File: src/rtl/cpu_pkg.sv
// -----------------------------------------------------------------------------
// cpu_pkg
// Shared definitions for the memory-stage load/store unit:
//   - LSU_WIDTH : default data/address width (only 32 is supported)
//   - OP_*      : memory operation encodings carried on op_i
//   - state_e   : LSU control state (IDLE / REQ / RESP)
// -----------------------------------------------------------------------------
package cpu_pkg;

    localparam int LSU_WIDTH = 32;

    // Memory op encodings; 3, 6 and 7 are illegal, BU/HU are loads only.
    localparam logic [2:0] OP_B  = 3'd0;
    localparam logic [2:0] OP_H  = 3'd1;
    localparam logic [2:0] OP_W  = 3'd2;
    localparam logic [2:0] OP_BU = 3'd4;
    localparam logic [2:0] OP_HU = 3'd5;

    typedef enum logic [1:0] {
        IDLE = 2'd0,
        REQ  = 2'd1,
        RESP = 2'd2
    } state_e;

endpackage

File: src/rtl/lsu_align.sv
// -----------------------------------------------------------------------------
// lsu_align
// Purely combinational byte-lane logic for the load/store unit.
// Ports:
//   we     in   1=store, 0=load
//   op     in   memory op (cpu_pkg OP_*)
//   boff   in   byte offset, addr[1:0]
//   wdata  in   right-aligned store data
//   rword  in   word returned by memory
//   bad    out  misaligned access or illegal op/direction combination
//   wstrb  out  byte strobes for the op (only meaningful for stores)
//   wrep   out  store data replicated across all lanes of its size
//   ldata  out  selected load lane, sign- or zero-extended
// -----------------------------------------------------------------------------
module lsu_align
    import cpu_pkg::*;
#(
    parameter int WIDTH = LSU_WIDTH
) (
    input  logic             we,
    input  logic [2:0]       op,
    input  logic [1:0]       boff,
    input  logic [WIDTH-1:0] wdata,
    input  logic [WIDTH-1:0] rword,
    output logic             bad,
    output logic [3:0]       wstrb,
    output logic [WIDTH-1:0] wrep,
    output logic [WIDTH-1:0] ldata
);

    logic [WIDTH-1:0] lane;

    always_comb begin
        bad   = 1'b0;
        wstrb = 4'b0000;
        wrep  = '0;
        ldata = '0;
        // Bring the addressed byte/halfword down to bit 0.
        lane  = rword >> {boff, 3'b000};

        case (op)
            OP_B: begin
                wstrb = 4'b0001 << boff;
                wrep  = {4{wdata[7:0]}};
                ldata = {{(WIDTH-8){lane[7]}}, lane[7:0]};
            end
            OP_H: begin
                bad   = boff[0];
                wstrb = 4'b0011 << {boff[1], 1'b0};
                wrep  = {2{wdata[15:0]}};
                ldata = {{(WIDTH-16){lane[15]}}, lane[15:0]};
            end
            OP_W: begin
                bad   = |boff;
                wstrb = 4'b1111;
                wrep  = wdata;
                ldata = rword;
            end
            OP_BU: begin
                bad   = we;
                ldata = {{(WIDTH-8){1'b0}}, lane[7:0]};
            end
            OP_HU: begin
                bad   = we | boff[0];
                ldata = {{(WIDTH-16){1'b0}}, lane[15:0]};
            end
            default: begin
                bad = 1'b1;
            end
        endcase
    end

endmodule

File: src/rtl/lsu_mem_stage.sv
// -----------------------------------------------------------------------------
// lsu_mem_stage
// Memory-stage load/store unit. Uses the ALU result as byte address, runs one
// word-wide req/ack memory transaction per op and returns extended load data.
// Optional build macro: LSU_TIMEOUT_EN adds a TIMEOUT-cycle ack watchdog.
//
// Handshake: upstream presents an op with valid_i and holds it stable while
// busy_o=1; the op is finished in the single cycle where done_o=1 (busy_o=0
// there) and upstream advances at the end of that cycle. On the memory side
// mem_req_o and all mem_* outputs stay constant until the cycle mem_ack_i=1,
// which also carries mem_rdata_i; ack outside an outstanding request is ignored.
//
// Ports:
//   clk, rst             clock, synchronous active-high reset
//   valid_i/we_i/op_i    op present, store select, op encoding
//   addr_i/wdata_i       byte address, right-aligned store data
//   busy_o               pipeline stall
//   done_o/err_o         completion pulse, error qualifier
//   rdata_o              extended load data (0 for stores and errors)
//   mem_*                word-wide data-memory port
//   dbg_state_o          current control state
// -----------------------------------------------------------------------------
module lsu_mem_stage
    import cpu_pkg::*;
#(
    parameter int WIDTH   = LSU_WIDTH,
    parameter int TIMEOUT = 16
) (
    input  logic             clk,
    input  logic             rst,
    input  logic             valid_i,
    input  logic             we_i,
    input  logic [2:0]       op_i,
    input  logic [WIDTH-1:0] addr_i,
    input  logic [WIDTH-1:0] wdata_i,
    output logic             busy_o,
    output logic             done_o,
    output logic             err_o,
    output logic [WIDTH-1:0] rdata_o,
    output logic             mem_req_o,
    output logic             mem_we_o,
    output logic [WIDTH-1:0] mem_addr_o,
    output logic [3:0]       mem_wstrb_o,
    output logic [WIDTH-1:0] mem_wdata_o,
    input  logic [WIDTH-1:0] mem_rdata_i,
    input  logic             mem_ack_i,
    output state_e           dbg_state_o
);

    state_e           state_q, state_d;
    logic             we_q;
    logic [2:0]       op_q;
    logic [1:0]       boff_q;
    logic             err_q;
    logic [WIDTH-1:0] rdata_q;
    logic             mem_we_q;
    logic [WIDTH-1:0] mem_addr_q;
    logic [3:0]       mem_wstrb_q;
    logic [WIDTH-1:0] mem_wdata_q;

    logic             accept, reject, finish_ok, finish_to;

    // One aligner serves both phases: in IDLE it sees the incoming op (checks,
    // strobes, replication); afterwards it sees the latched op for extraction.
    logic             a_we;
    logic [2:0]       a_op;
    logic [1:0]       a_boff;
    logic             a_bad;
    logic [3:0]       a_wstrb;
    logic [WIDTH-1:0] a_wrep, a_ldata;

    always_comb begin
        a_we   = we_q;
        a_op   = op_q;
        a_boff = boff_q;
        if (state_q == IDLE) begin
            a_we   = we_i;
            a_op   = op_i;
            a_boff = addr_i[1:0];
        end
    end

    lsu_align #(.WIDTH(WIDTH)) u_align (
        .we    (a_we),
        .op    (a_op),
        .boff  (a_boff),
        .wdata (wdata_i),
        .rword (mem_rdata_i),
        .bad   (a_bad),
        .wstrb (a_wstrb),
        .wrep  (a_wrep),
        .ldata (a_ldata)
    );

`ifdef LSU_TIMEOUT_EN
    localparam int CW = $clog2(TIMEOUT + 1);
    localparam logic [CW-1:0] TO_LAST = CW'(TIMEOUT - 1);
    logic [CW-1:0] cnt_q;
    logic          to_hit;

    assign to_hit = (cnt_q == TO_LAST);

    always_ff @(posedge clk) begin
        if (rst || accept) begin
            cnt_q <= '0;
        end else if (state_q == REQ && !mem_ack_i) begin
            cnt_q <= cnt_q + 1'b1;
        end
    end
`else
    // TIMEOUT only matters when the watchdog is built in.
    logic unused_timeout;
    logic to_hit;
    assign unused_timeout = (TIMEOUT > 0);
    assign to_hit         = 1'b0;
`endif

    always_ff @(posedge clk) begin
        if (rst) begin
            state_q <= IDLE;
        end else begin
            state_q <= state_d;
        end
    end

    always_comb begin
        state_d   = state_q;
        accept    = 1'b0;
        reject    = 1'b0;
        finish_ok = 1'b0;
        finish_to = 1'b0;
        busy_o    = 1'b0;
        done_o    = 1'b0;
        err_o     = 1'b0;
        rdata_o   = '0;
        mem_req_o = 1'b0;

        case (state_q)
            IDLE: begin
                busy_o = valid_i & ~rst;
                if (valid_i) begin
                    if (a_bad) begin
                        reject  = 1'b1;
                        state_d = RESP;
                    end else begin
                        accept  = 1'b1;
                        state_d = REQ;
                    end
                end
            end
            REQ: begin
                busy_o    = ~rst;
                mem_req_o = 1'b1;
                if (mem_ack_i) begin
                    finish_ok = 1'b1;
                    state_d   = RESP;
                end else if (to_hit) begin
                    finish_to = 1'b1;
                    state_d   = RESP;
                end
            end
            RESP: begin
                // Reset in this cycle swallows the completion.
                done_o  = ~rst;
                err_o   = err_q & ~rst;
                rdata_o = rst ? '0 : rdata_q;
                state_d = IDLE;
            end
            default: begin
                state_d = IDLE;
            end
        endcase
    end

    always_ff @(posedge clk) begin
        if (rst) begin
            we_q        <= 1'b0;
            op_q        <= 3'd0;
            boff_q      <= 2'd0;
            err_q       <= 1'b0;
            rdata_q     <= '0;
            mem_we_q    <= 1'b0;
            mem_addr_q  <= '0;
            mem_wstrb_q <= 4'b0000;
            mem_wdata_q <= '0;
        end else begin
            if (accept) begin
                we_q        <= we_i;
                op_q        <= op_i;
                boff_q      <= addr_i[1:0];
                err_q       <= 1'b0;
                rdata_q     <= '0;
                mem_we_q    <= we_i;
                mem_addr_q  <= {addr_i[WIDTH-1:2], 2'b00};
                mem_wstrb_q <= we_i ? a_wstrb : 4'b0000;
                mem_wdata_q <= we_i ? a_wrep : '0;
            end
            if (reject || finish_to) begin
                err_q   <= 1'b1;
                rdata_q <= '0;
            end
            if (finish_ok) begin
                err_q   <= 1'b0;
                rdata_q <= we_q ? '0 : a_ldata;
            end
        end
    end

    assign mem_we_o    = mem_we_q;
    assign mem_addr_o  = mem_addr_q;
    assign mem_wstrb_o = mem_wstrb_q;
    assign mem_wdata_o = mem_wdata_q;
    assign dbg_state_o = state_q;

endmodule

File: config.mk
export PLATFORM = sky130hd
export DESIGN_NAME = lsu_mem_stage
export DESIGN_NICKNAME = d
export VERILOG_FILES = /design/src/rtl/cpu_pkg.sv /design/src/rtl/lsu_align.sv /design/src/rtl/lsu_mem_stage.sv
export SDC_FILE = /design/constraint.sdc
export NUM_CORES = 1
export LEC_CHECK = 0
export CAP_MARGIN = 15
export CORE_MARGIN = 2
export CORE_UTILIZATION = 30
export CTS_CLUSTER_SIZE = 16
export DETAILED_ROUTE_END_ITERATION = 16
export PLACE_DENSITY_LB_ADDON = 0.25
export SYNTH_ARGS = -nofsm -noshare
export SYNTH_HDL_FRONTEND = slang
export SYNTH_SLANG_ARGS = --single-unit
File: constraint.sdc
create_clock -name clk -period 2.3 [get_ports clk]
set_input_delay 0.46 -clock clk [delete_from_list [all_inputs] [get_ports clk]]
set_output_delay 0.46 -clock clk [all_outputs]
set_load 0.01 [all_outputs]
After elaboration in Yosys (flattened, before gate mapping)
Index checks and enable logic that the tools add are counted.
{ "totals": {"word_cells": 64, "inputBits": 104, "out_inout_bits": 107, "register_bits": 107} }
{ "op_classes": {"n_shift": 3, "n_eq_ne": 8, "n_bitwise": 4, "n_mux": 33, "reduce_logical": 7} }
{ "op_table": {"columns": ["operator", "n"], "rows": [
  ["$mux W32", 7],
  ["$pmux W32 S5", 1],
  ["$pmux W32 S3", 1],
  ["$shr A32 B5 Y16", 1],
  ["$mux W1", 14],
  ["$pmux W4 S3", 1],
  ["$mux W2", 4],
  ["$eq A3 B3 Y1 const B", 2],
  ["$pmux W1 S5", 1],
  ["$mux W4", 1],
  ["$ne A2 B2 Y1 const B", 2],
  ["$pmux W2 S2", 1],
  ["$reduce_or A2 Y1", 2],
  ["$shl A1 B2 Y4 const A", 1],
  ["$shl A2 B2 Y4 const A", 1],
  ["$eq A3 B1 Y1 const B", 1],
  ["$eq A3 B2 Y1 const B", 1],
  ["$logic_not A3 Y1", 1],
  ["$mux W3", 1],
  ["$reduce_bool A3 Y1", 1],
  ["$and A1 B1 Y1", 2],
  ["$eq A2 B1 Y1 const B", 1],
  ["$eq A2 B2 Y1 const B", 1],
  ["$logic_not A2 Y1", 1],
  ["5 further kinds", 5]
]} }

Longest topological paths before layout
Gate-level depths: netlist of run 1.
{ "depth": {"ltp_word": 10, "ltp_mapped": 10, "ltp_nobuf": 6} }

By module
From an unflattened synthesis of run 1, not the netlist that was laid out.
{ "unflattened": {"hier_cells": 609, "hier_area_um2": 5175.0} }
{ "by_module_without_submodules": {"columns": ["mod", "seq_area_each_um2", "instances", "cells_per_inst", "area_each_um2"], "rows": [
  ["lsu_mem_stage", 2142.1, 1, 377, 3811.2],
  ["lsu_align", 0.0, 1, 232, 1363.8]
]} }

Worst setup path before layout of run 1
No wires, ideal clock.
{ "synth_path": {"kind": "register to register", "start": "reg state_q[0] (netlist: dbg_state_o[0])", "end": "reg mem_wdata_q[10] (netlist: mem_wdata_o[10])", "required_ns": 2.181, "synth_period_minus_slack_ns": 2.192, "setup_ns": 0.119, "slack_ns": 0.108, "path_buffers": 3, "arrival_ns": 2.073, "path_stages_with_launch": 10, "path_cell_list": "dfxtp_1 buf_6 nor2_4 mux2_4 a221oi_2 o211a_1 a21oi_1 buf_4 buf_4 o2bb2ai_2"} }
{ "synth_via": {"elab_chain_len": 7, "word_cells_on_any_way": 17, "cone_classes": "4 x eq/ne; 9 x mux; 1 x bitwise; 3 x reduce/logical"} }
{ "synth_lines": {"columns": ["item", "line", "rtl"], "rows": [
  ["start, declared", "lsu_mem_stage.sv:50", "state_e state_q, state_d;"],
  ["start signal, assigned", "lsu_mem_stage.sv:122", "state_q <= state_d;"],
  ["$logic_not A2 Y1 (*)", "lsu_mem_stage.sv:76, lsu_mem_stage.sv:138", null],
  ["$mux W3, or another cell as far along", "lsu_mem_stage.sv:76", "if (state_q == IDLE) begin"],
  ["$eq A3 B3 Y1, or another cell as far along", "lsu_align.sv:41", "case (op)"],
  ["$pmux W1 S5", "lsu_align.sv:41", null],
  ["$mux W1", "lsu_mem_stage.sv:142", "if (a_bad) begin"],
  ["$mux W1", "lsu_mem_stage.sv:141", "if (valid_i) begin"],
  ["$mux W1", "lsu_mem_stage.sv:138", "case (state_q)"],
  ["end signal, assigned", "lsu_mem_stage.sv:196", "mem_wdata_q <= we_i ? a_wrep : '0;"],
  ["end, declared", "lsu_mem_stage.sv:59", "logic [WIDTH-1:0] mem_wdata_q;"]
]} }
Every way passes the cells marked *; elsewhere a longest branch is shown, timed or not.
A chain may end at the register's enable or synchronous reset.

Worst setup path after layout of run 1
{ "layout_path": {"start": "reg state_q[0] (netlist: dbg_state_o[0])", "end": "out rdata_o[18]"} }
{ "layout_via": {"elab_chain_len": 2} }
{ "layout_lines": {"columns": ["item", "line", "rtl"], "rows": [
  ["$eq A2 B2 Y1", "lsu_mem_stage.sv:138", null],
  ["$mux W32", "lsu_mem_stage.sv:138", null],
  ["end, declared", "lsu_mem_stage.sv:39", "output logic [WIDTH-1:0] rdata_o,"]
]} }
No other way between the ends.

==> qor.yml, run 1 <==
drt:
  drc: 0
  via_per_inst: 5.24
  route.detailed.wl_per_inst_um: 17.9
  num_vias: 5610
  drt_iter0_drc: 405
  dr.pass1.iters: 4
  drtAntennaViolNets: 0
  wl_um: 19200
die:
  initial_core_util_pct: 30.4
  die_y_um: 139
  die_area_um2: 19200
  ios: 211
  core_um2: 17900
  die_w_um: 139
  rows: 49
global_route:
  grt_pass1_vias: 5563
  grt_pass1_wl_um: 30400
  grt_max_degree: 59
  grtUsageTotal_pct: 19.4
  antenna_found_initial: 0
  grt-ovfl-total: 0
cells_and_area:
  final_cell_mix: "clkdlybuf4s50_1 (171), dfxtp_1 (105), nand2_1 (64)"
  nets: 941
  fillers: 1745
  drive_above_1_share_pct: 17.7
  num_antenna_cells: 0
  fin_area_um2: 8560
  syn2layout_area_growth_pct: 57.3
  final_common_cell: "clkdlybuf4s50_1"
  fin_util_pct: 47.8
  finalNonFillerCells: 1071
setup_path:
  r2r-end: "rdata_q[21]"
  critPathArrivalTime_ps: 1730
  r2r-start: "dbg_state_o[0]"
  end_kind: "output pin"
  cp-start-kind: "flip-flop"
  worst-r2r-cell-count: 8
  critPathKind: "reg -> out"
  ff2ff_setup_slack_ps: 140
  required_ps: 1840
  cp_max_fo: 17
power:
  switching_share_pct: 32.8
  cellPowerDensity_nw_per_um2: 714
  power_frac_comb_pct: 37.9
  peakVddDrop_mv: 0.501
  p_leak_nw: 3.18
  clockPowerShare_pct: 28.1
  netSwitchingPower_mw: 2.01
  p_seq_share_pct: 34.0
  p_int_mw: 4.11
synth:
  ys_seq_area_share_pct: 39.4
  synth.area.top_cells: "dfxtp_1 (39%), a21oi_1 (5.1%), nand3_1 (4.8%)"
  synthCells: 605
  avgSynthCellArea_um2: 8.99
  yosysWarnings: 0
  synth_edf_count: 0
  synth_seq_cells: 107
  synth_area_leader_cell: "dfxtp_1"
  ys_types: 56
  ys.flop_type: "dfxtp_1"
  syn-cell-area_um2: 5440
  netlist.area_leader.share_pct: 39.4
  synthArstFlopShare_pct: 0
place:
  dp.cells: 1050
  gp_congestion: 0.848
  io_buffers: 208
  dp_hpwl_um: 13600
  dpl_worst_slack_ps: -321
  dpl-instance-area_um2: 8190
min_path:
  hold_start: "op_i[0]"
  min_to: "op_q[0]"
  whs_path_depth: 3
  min_path_type: "in -> reg"
sta:
  hold_viol: 0
  skew_ps: 10.9
  min_period_ps: 2190
  fin_crit_sh_pct: 95.2
  slew_violations: 0
  rsz0062_at_grt: "yes"
  worst_slack_ps: 110
  finalSetupTns_ps: 0
  fmax_ghz: 0.457
  setup_violations: 0
clock_tree:
  htree_num_levels: 3
  cts_buffers: 9
  cts_tree: "done"
  clockRootBuffer: "clkbuf_16"
  cts.clk_slew.worst_paths_ps: 80
  ctsHoldBuffers: 0
  cts.sinks: 107
  clockBufferDepth: 2
  clock_latency_ps: 360
run:
  max_cap_viol_count: 0
outcome:
  outcome: "finished, final reports clean"
registers in the layout, summed over array words and instances, names as in the netlist:
register     cells
err_q            1
mem_we_o         1
op_q             3
mem_addr_o      30
mem_wdata_o     32
dbg_state_o      2
rdata_q         32
mem_wstrb_o      4
boff_q           2
cells in the mapped netlist (11+ instances only):
master and instances:
a21boi_0 16, a21oi_1 55, a221oi_2 11, a22o_1 20, a22oi_1 23, and2_1 36
buf_4 11, clkbuf_1 31, dfxtp_1 107, nand2_1 64, nand3_1 52, o21ai_0 40
o2bb2ai_1 14
critical path, cell delays in order (launching register included):
cell,delay (ps)
dfxtp_2,350
buf_4,170
nor3b_4,190
buf_6,150
buf_16,130
and2_1,120
dlygate4sd2_1,260
routing by layer:
| layer | wire length, um | GRT usage, % | share of wire (%) | vias to the layer above |
|---|---|---|---|---|
| li1 | - | - | - | 2737 |
| met1 | 8520 | 25.4 | 44 | 2651 |
| met2 | 8740 | 30.9 | 46 | 192 |
| met3 | 1390 | 5.08 | 7.2 | 30 |
| met4 | 514 | 7.55 | 2.7 | 0 |
| met5 | 0 | 0 | 0 | - |
logic make-up (layout without fill, tap and decap cells):
group                  count (synthesis)  in the layout  synth area share (%)
other                                  1              2                0.0689
buffers and inverters                 55            291                  5.27
DFF                                  107            107                  39.4
AOI/OAI and AO/OA                    233            233                  32.4
muxes                                 25             25                  5.70
and+or+nand+nor                      184            184                  17.2
power groups by stage:
stage               Sequential (mW)  Clock (mW)  Combinational, mW
global placement               2.12           0               2.25
global route                   2.10        1.82               2.50
CTS                            2.08        1.75               2.28
finish                         2.08        1.71               2.32
detailed placement             2.12           0               2.26
floorplan                      2.16           0               1.13
area by class of cell:
cell class	count	area [um^2]	area share (%)
Tap cell	229	287	3.35
Multi-Input combinational cell	444	3070	35.9
Sequential cell	107	2150	25.1
Clock inverter	6	88.8	1.04
Inverter	1	3.75	0.0439
Clock buffer	10	239	2.79
Timing Repair Buffer	274	2720	31.8
worst max path at each step:
stage                       to      startpoint  slack (ps)
3_5_place_dp   mem_wdata_o[17]         op_i[0]        -320
4_1_cts            rdata_o[15]  dbg_state_o[1]          20
5_1_grt         mem_addr_o[13]         op_i[2]          -3
6_report           rdata_o[18]  dbg_state_o[0]         110
3_3_place_gp    mem_wstrb_o[2]         op_i[0]        -270
2_1_floorplan  mem_wdata_o[10]  dbg_state_o[0]         110
through the flow:
step	total power, mW	hold slack [ps]
floorplan	3.29	417
global placement	4.37	431
detailed placement	4.38	443
CTS	6.11	459
global route	6.42	484
finish	6.11	461
what timing repair did:
item                       CTS  global route
gates cloned                 1             0
pin swaps                    1             2
gates resized for setup     40            42
buffers inserted             2             1
setup endpoints to repair   35           111
(Power assumes the default switching activity.)
==> run 2, diff against run 1 <==
- CORE_MARGIN: 2 -> 3
==> qor.yml, run 2 (synthesis results as in run 1) <==
outcome:
  outcome: "finished, final reports clean"
drt:
  drc: 0
  wl_um: 19700
  via_per_inst: 5.38
  route.detailed.wl_per_inst_um: 18.4
  dr.pass1.iters: 4
  drt_iter0_drc: 405
  num_vias: 5737
  drtAntennaViolNets: 0
sta:
  hold_viol: 0
  fmax_ghz: 0.452
  fin_crit_sh_pct: 96.2
  skew_ps: 7.92
  setup_violations: 0
  min_period_ps: 2210
  finalSetupTns_ps: 0
  holdWs_ps: 456
  slew_violations: 0
  rsz0062_at_grt: "no"
  worst_slack_ps: 86.9
setup_path:
  cp-start-kind: "primary input"
  required_ps: 2540
  r2r-end: "rdata_q[17]"
  worstPathCellList: "clkdlybuf4s50_1 -> or4_1 -> o31ai_1 -> a31o_2 -> o211a_4 -> a21oi_4 -> buf_4 -> a22o_1"
  cp_slowest_cell: "or4_1"
  r2r-start: "dbg_state_o[1]"
  crit_family: "compound AO/OA/AOI/OAI gates"
  startpoint: "op_i[2]"
  critPathKind: "in -> reg"
  cp.depth: 8
  critPathArrivalTime_ps: 2450
  end_kind: "flip-flop"
  ff2ff_setup_slack_ps: 160
  critPathBufInv: 2
  cp_max_fo: 14
  worst-r2r-cell-count: 8
  slowest_delay_ps: 510
global_route:
  grtUsageTotal_pct: 19.6
  antenna_found_initial: 0
  grt_pass1_vias: 5854
  grt_max_degree: 37
  grt-ovfl-total: 0
  grt_pass1_wl_um: 31500
min_path:
  whs_path_depth: 2
  min_to: "rdata_q[5]"
  hold_start: "rdata_q[5]"
  min_path_type: "reg -> reg"
clock_tree:
  htree_num_levels: 3
  ctsHoldBuffers: 0
  cts.sinks: 107
  clock_latency_ps: 350
  cts_buffers: 9
  cts.clk_slew.worst_paths_ps: 70
  cts_tree: "done"
  clockRootBuffer: "clkbuf_16"
  clockBufferDepth: 2
cells_and_area:
  drive_above_1_share_pct: 16.0
  syn2layout_area_growth_pct: 56.4
  final_common_cell: "clkdlybuf4s50_1"
  num_antenna_cells: 0
  nets: 941
  final_cell_mix: "clkdlybuf4s50_1 (172), dfxtp_1 (105), nand2_1 (64)"
  fillers: 1683
  fin_area_um2: 8510
place:
  gp_congestion: 0.905
  io_buffers: 208
  dpl_worst_slack_ps: -407
  dpl-instance-area_um2: 8130
  dp_hpwl_um: 14800
power:
  cellPowerDensity_nw_per_um2: 706
  peakVddDrop_mv: 0.344
  p_leak_nw: 3.25
die:
  ios: 211
  core_um2: 17500
  die_w_um: 141
  die_y_um: 141
  rows: 48
  die_area_um2: 19800
  initial_core_util_pct: 31.0
run:
  max_cap_viol_count: 0
==> run 2: changes by cell type in the layout (fill, tap and decap cells not counted), moves of 2 or more <==
cell,change
buf_4,+5
buf_12,-6
a21oi_2,-2
clkdlybuf4s15_1,-10
clkbuf_2,-13
dlygate4sd2_1,+22
a21oi_1,+2
==> run 2: final cells by class <==
cell class | count | area, um^2 | share of cell area, %
multi-input combinational | 444 | 3060 | 35.9
timing repair buffer | 274 | 2690 | 31.6
sequential | 107 | 2150 | 25.3
tap | 225 | 282 | 3.31
clock buffer | 11 | 243 | 2.85
clock inverter | 5 | 85.1 | 1.00
inverter | 1 | 3.75 | 0.0441
==> run 2: worst reg2reg max path, delay by kind of cell (launching register included) <==
| kind | cells | cell delay [ps] |
|---|---|---|
| compound gates | 2 | 420 |
| buf+inv | 2 | 320 |
| flops | 1 | 380 |
| mux | 2 | 610 |
| simple gates | 2 | 270 |
==> run 2: worst max path at each step <==
stage | to | slack (ps)
after floorplan | mem_wdata_o[10] | 110
after global placement | mem_addr_o[4] | -300
after detailed placement | mem_addr_o[22] | -410
after CTS | busy_o | 9
after global routing | mem_wdata_o[4] | 20
final | mem_wdata_o[6] | 90
==> run 2: what timing repair did <==
item | in CTS | in global routing
gates cloned | 1 | 0
setup endpoints to repair | 48 | 67
setup buffers | 2 | 0
resized for setup | 41 | 7
hold endpoints to repair | 0 | 0
==> run 2: through the flow <==
step / instances / total power, mW / util, %
after floorplan: 606 / 3.29 / -
after global placement: 1047 / 4.25 / 46.4
after detailed placement: 1047 / 4.30 / 46.4
after CTS: 1066 / 6.03 / 48.4
after global routing: 1067 / 6.31 / 48.5
final: 1067 / 6.01 / 48.5
==> run 2: per-layer routing <==
metal  track usage (%)  share of wire, %  vias to the layer above
met1              23.9                41                     2730
met3              5.56               8.1                       38
met5                 0                 0                        -
met4              7.96               2.8                        0
li1                  -                 -                     2726
met2              32.6                48                      243
==> run 2: where the power goes <==
group	internal (mW)	leakage (nW)	switching (mW)	total (mW)
clock network	0.991	0.156	0.712	1.70
logic	1.06	2.22	1.16	2.22
registers	1.99	0.869	0.0952	2.09
total	4.04	3.25	1.97	6.01
